`src/rtl/ddr_pkg.sv`:
```
// Shared definitions for the dance-game play phase: arrow bits, level codes,
// sequencer state encoding and the per-level arrow pattern tables.
package ddr_pkg;

  localparam int ARW_L = 0;
  localparam int ARW_U = 1;
  localparam int ARW_D = 2;
  localparam int ARW_R = 3;

  localparam logic [2:0] LEV_1 = 3'd1;
  localparam logic [2:0] LEV_2 = 3'd2;
  localparam logic [2:0] LEV_3 = 3'd3;
  localparam logic [2:0] LEV_4 = 3'd4;

  typedef enum logic [2:0] {
    IDLE,
    WAIT_BEAT,
    WINDOW,
    JUDGE,
    FIN
  } state_t;

  // Nibble i holds step i, so step 0 is the rightmost hex digit.
  localparam logic [15:0][3:0] LEV3_TAB = 64'h80F6_90A5_0C03_8421;
  localparam logic [15:0][3:0] LEV4_TAB = 64'hA5C3_F0F0_8844_2211;

  function automatic logic [3:0] level_pattern(input logic [2:0] lev, input logic [3:0] s);
    logic [3:0] walk;
    walk = 4'b0001 << s[1:0];
    case (lev)
      LEV_1:   return walk;
      LEV_2:   return (s[1:0] == 2'd3) ? 4'd0 : walk;
      LEV_3:   return LEV3_TAB[s];
      LEV_4:   return LEV4_TAB[s];
      default: return 4'd0;
    endcase
  endfunction

endpackage

```
`src/rtl/level_rom.sv`:
```
// Combinational pattern lookup; level content lives here and in ddr_pkg only.
module level_rom
  import ddr_pkg::*;
#(
  parameter int IDX_W = 4
) (
  input  logic [2:0]       lev,
  input  logic [IDX_W-1:0] step,
  output logic [3:0]       pattern
);

  assign pattern = level_pattern(lev, 4'(step));

endmodule

```
`src/rtl/note_sequencer.sv`:
```
// Play-phase sequencer: steps a level's arrow pattern on beat ticks, opens a
// hit window per step, judges rising-edge presses and keeps score/combo.
module note_sequencer
  import ddr_pkg::*;
#(
  parameter int NUM_STEPS  = 16,
  parameter int WIN_CYCLES = 8,
  parameter int SCORE_W    = 8
) (
  input  logic               clk,
  input  logic               rst,
  input  logic               start,
  input  logic [2:0]         lev,
  input  logic               tick,
  input  logic               butL,
  input  logic               butU,
  input  logic               butD,
  input  logic               butR,
  output logic [3:0]         arrow,
  output logic [3:0]         lights,
  output logic [SCORE_W-1:0] score,
  output logic [SCORE_W-1:0] combo,
  output logic               busy,
  output logic               done
);

  localparam int IDX_W = (NUM_STEPS > 1) ? $clog2(NUM_STEPS) : 1;
  localparam int CNT_W = (WIN_CYCLES > 1) ? $clog2(WIN_CYCLES) : 1;

  state_t           state, state_nxt;
  logic [2:0]       lev_q;
  logic [IDX_W-1:0] step;
  logic [CNT_W-1:0] wcnt;
  logic [3:0]       btn, btn_q, rise, hitmask, pattern;
  logic             lev_ok, last_step, win_end, hit;

  level_rom #(.IDX_W(IDX_W)) u_rom (
    .lev     (lev_q),
    .step    (step),
    .pattern (pattern)
  );

  assign btn       = {butR, butD, butU, butL};
  assign rise      = btn & ~btn_q;
  assign lev_ok    = (lev >= LEV_1) && (lev <= LEV_4);
  assign last_step = (step == IDX_W'(NUM_STEPS - 1));
  assign win_end   = (wcnt == CNT_W'(WIN_CYCLES - 1));
  assign hit       = (pattern != 4'd0) && (hitmask == pattern);

  always_ff @(posedge clk) begin
    if (!rst) state <= IDLE;
    else      state <= state_nxt;
  end

  always_comb begin
    state_nxt = state;
    case (state)
      IDLE, FIN: if (start) state_nxt = lev_ok ? WAIT_BEAT : FIN;
      WAIT_BEAT: if (tick) state_nxt = WINDOW;
      WINDOW:    if (win_end) state_nxt = JUDGE;
      JUDGE:     state_nxt = last_step ? FIN : WAIT_BEAT;
      default:   state_nxt = IDLE;
    endcase
  end

  always_ff @(posedge clk) begin
    if (!rst) begin
      arrow   <= '0;
      lights  <= '0;
      score   <= '0;
      combo   <= '0;
      busy    <= 1'b0;
      done    <= 1'b0;
      step    <= '0;
      lev_q   <= '0;
      wcnt    <= '0;
      hitmask <= '0;
      btn_q   <= '0;
    end else begin
      btn_q <= btn;
      case (state)
        IDLE, FIN: if (start) begin
          score <= '0;
          combo <= '0;
          step  <= '0;
          if (lev_ok) begin
            lev_q <= lev;
            busy  <= 1'b1;
            done  <= 1'b0;
          end else begin
            busy  <= 1'b0;
            done  <= 1'b1;
          end
        end
        WAIT_BEAT: if (tick) begin
          arrow   <= pattern;
          hitmask <= '0;
          wcnt    <= '0;
        end
        WINDOW: begin
          hitmask <= hitmask | rise;
          wcnt    <= wcnt + 1'b1;
        end
        JUDGE: begin
          lights <= hitmask;
          arrow  <= '0;
          // Rest steps leave score and combo untouched whatever was pressed.
          if (pattern != 4'd0) begin
            if (hit) begin
              score <= (&score) ? score : score + 1'b1;
              combo <= (&combo) ? combo : combo + 1'b1;
            end else begin
              combo <= '0;
            end
          end
          if (last_step) begin
            busy <= 1'b0;
            done <= 1'b1;
          end else begin
            step <= step + 1'b1;
          end
        end
        default: ;
      endcase
    end
  end

endmodule

```
`config.mk`:
```
export PLATFORM = sky130hd
export DESIGN_NAME = note_sequencer
export DESIGN_NICKNAME = d
export VERILOG_FILES = /design/src/rtl/ddr_pkg.sv /design/src/rtl/level_rom.sv /design/src/rtl/note_sequencer.sv
export SDC_FILE = /design/constraint.sdc
export NUM_CORES = 1
export LEC_CHECK = 0
export ABC_CLOCK_PERIOD_IN_PS = 2100
export CELL_PAD_IN_SITES_DETAIL_PLACEMENT = 1
export CELL_PAD_IN_SITES_GLOBAL_PLACEMENT = 2
export CORE_MARGIN = 1
export CORE_UTILIZATION = 32
export CTS_BUF_LIST = sky130_fd_sc_hd__clkbuf_4
export DETAILED_ROUTE_END_ITERATION = 10
export GPL_ROUTABILITY_DRIVEN = 0
export PLACE_DENSITY = 0.75
export SYNTH_ARGS = -nofsm -noshare
export SYNTH_HDL_FRONTEND = slang
export SYNTH_SLANG_ARGS = --single-unit
```
`constraint.sdc`:
```
create_clock -name clk -period 2.1 [get_ports clk]
set_clock_uncertainty 0.05 [all_clocks]
set_input_delay 0.42 -clock clk [delete_from_list [all_inputs] [get_ports clk]]
set_output_delay 0.42 -clock clk [all_outputs]
set_load 0.1 [all_outputs]
```
==> run metrics <==
status complete, but fails checks; violated checks DRC, setup timing; crit share post-route 1.09; clock buffer depth 2; most frequent cells in the layout buf_4 (79), dfxtp_1 (40), nand2_1 (31), o21ai_0 (20), nand3_1 (19); Starting DRT DRC Count 54; slew of the pin with the lowest slew margin 481 ps; clock network power share 0.250; number of max-cap violations 0; DP Wirelength 5840 um; critical path endpoint score[1]; hold-fix buffers at CTS 0; Detailed Routing Iterations Pass 1 7; Mapped Cells around 320; Die ar. 9540 um2; Worst Path Max Fanout 9; Avg WL per Cell 14.7 um; Via Count between 2,000 and 3,000; Port-buffer cells 36; final hold viol count 0; Post-Route Setup TNS -2670 ps; critical path arrival 2520 ps; critical path class flip-flop to flip-flop; R2R Path Start step[0]; global route overflow 0; syn nets 349; Hold WC Path Type flip-flop to flip-flop; Die X between 90 and 100 um; FF-to-FF path depth 11; CTS tree yes; # H-tree levels 2; VDD IR max roughly 0.24 mV; top post-synthesis cells by area dfxtp_1 (38%), ha_1 (6.0%), o21ai_0 (4.3%); Layout area overhead 37.4%; switching pwr 577 uW; P_int 1370 uW; PwrDens 483 nW/um2; cell taking the most area after synthesis dfxtp_1; Placeable Area 8810 um2; RSZ-0062 raised after global routing yes; cell count after placement 502; first-pass GRT wire length approximately 13,000 um; initial antenna violation count 0; GR Util All Layers 0.176; Worst Setup SP step[0]; yosys warns 0; CTS root buf clkbuf_4; fin crit period 2280 ps; switching share of power 0.297; area share of the largest cell type after synthesis 0.376; Slew Viols, Final 0; Nets roughly 440; post-synth cell types 68; critical path startpoint category flip-flop; sequential share of power 0.561; nature of the critical path endpoint flip-flop; Die Y 97.7 um; final core occ 0.457; Worst Slack Setup Final -182 ps; flop2flop setup slack -180 ps; Clock transition at path regs 170 ps; critical-path cell list inv_4 -> ha_4 -> mux2_4 -> a211oi_4 -> buf_4 -> a41oi_4 -> buf_6 -> a41oi_4 -> buf_12 -> nand3b_4 -> a21boi_2; r2r endpoint score[1]; slew margin rel. 0.677; Avg Cell Area, Syn around 9 um2; slowest CP cell dfxtp_4; most common cell after layout, fill and taps aside buf_4; hold slack 434 ps; Post-synth top flop dfxtp_1; CTS buffer count 5; slowest stage delay, CP 410 ps; Synth async-reset ratio 0; layout cells sized above 1 0.391; Leak 0.00163 uW; Max Freq ~440 MHz; io pins 37; CTS sink cnt between 50 and 60; via/cell ratio between 5 and 6; Placement Setup Slack -484 ps; # rows 34; Final Non-Filler Cells 520; Total Wirelength 7660 um; vias in the first global route 2,771; Synth Cell Area about 3000 um2; largest net degree at the start of global routing 36; Post-DRT Antenna Nets 0; drt drc 12; antenna cells 0; Clk Latency, worst-skew pair 380 ps; Synth Register Bits 55; Logic pwr share 0.189; most frequent cell on the critical path a41oi_4; Post-synth EDFFs 0; Starting Density 0.332; FILL cells 1,058; setup violators final 21; Seq/Total Area, Yosys 0.376; Worst EP required 2340 ps
worst min-delay path by stage:
stage               start  cells after the start  slack, ps   endpoint
5_1_grt         lights[3]                      2        460  lights[3]
4_1_cts              done                      2        440       done
3_3_place_gp    lights[1]                      2        420  lights[1]
6_report             done                      2        430       done
3_5_place_dp         done                      2        420       done
2_1_floorplan  hitmask[3]                      2        420  lights[3]
per-layer routing:
layer,vias to the layer above,share of wire,routed length (um),GRT usage
li1,1337,-,-,-
met1,1251,0.48,3660,0.222
met2,26,0.49,3760,0.312
met3,5,0.020,155,0.0245
met4,0,0.011,82,0.0455
met5,-,0,0,0
power groups by stage:
stage | Sequential [uW] | Clock (uW) | Combinational, uW
after floorplan | 1160 | 0 | 172
after global placement | 1110 | 0 | 342
after detailed placement | 1110 | 0 | 347
after CTS | 1090 | 518 | 368
after global routing | 1100 | 559 | 397
final | 1090 | 486 | 367
per-stage QoR:
step	total power (uW)	cell area, um2
floorplan	1330	3030
global placement	1460	3740
detailed placement	1460	3740
CTS	1980	3990
global route	2050	4020
finish	1940	4020
worst max-delay path: cells and delay by family, from the launching register on:
family	cells	cell delay, ps
AO/OA/AOI/OAI	4	640
adder cells (fa/ha/maj)	1	150
buffers and inverters	4	540
flip-flops	1	410
multiplexers	1	280
AND/OR/NAND/NOR	1	120
synth_stat cells, drive strengths merged, types with 3 or more instances:
master and n:
dfxtp 55, nand2 31, o21ai 26, nand3 19, nor2 18, a21boi 14
a21oi 14, and2 14, ha 14, inv 14, and3 11, clkbuf 7
a31oi 6, buf 6, o221a 6, xnor2 6, nor2b 5, and4bb 4
nand2b 4, nand4 4, or2 4, mux2 3, mux2i 3, nor3b 3
area by class of cell:
cell class              count  area, um2  share of cell area
well taps                 108        135              0.0336
repair buffers             94        758               0.188
flip-flops and latches     55       1130               0.281
clock inverters             1       6.26             0.00155
inverters                  14       57.6              0.0143
multi-input cells         242       1890               0.470
clock buffers               6       45.0              0.0112
kinds of logic (layout without fill, tap and decap cells):
logic type / after synthesis / in the layout / synth area share
flops: 55 / 55 / 0.376
simple gates: 130 / 130 / 0.265
xor+xnor: 7 / 7 / 0.0209
fa+ha+maj: 14 / 14 / 0.0598
mux: 6 / 6 / 0.0231
compound gates: 85 / 85 / 0.213
buf+inv: 27 / 115 / 0.0419
what timing repair did:
item,in CTS,in global routing
gates resized for setup,25,11
pin swaps,15,10
buffers inserted,11,0
endpoints found under the setup margin,24,25
cloned,0,0
(Power assumes the default switching activity.)
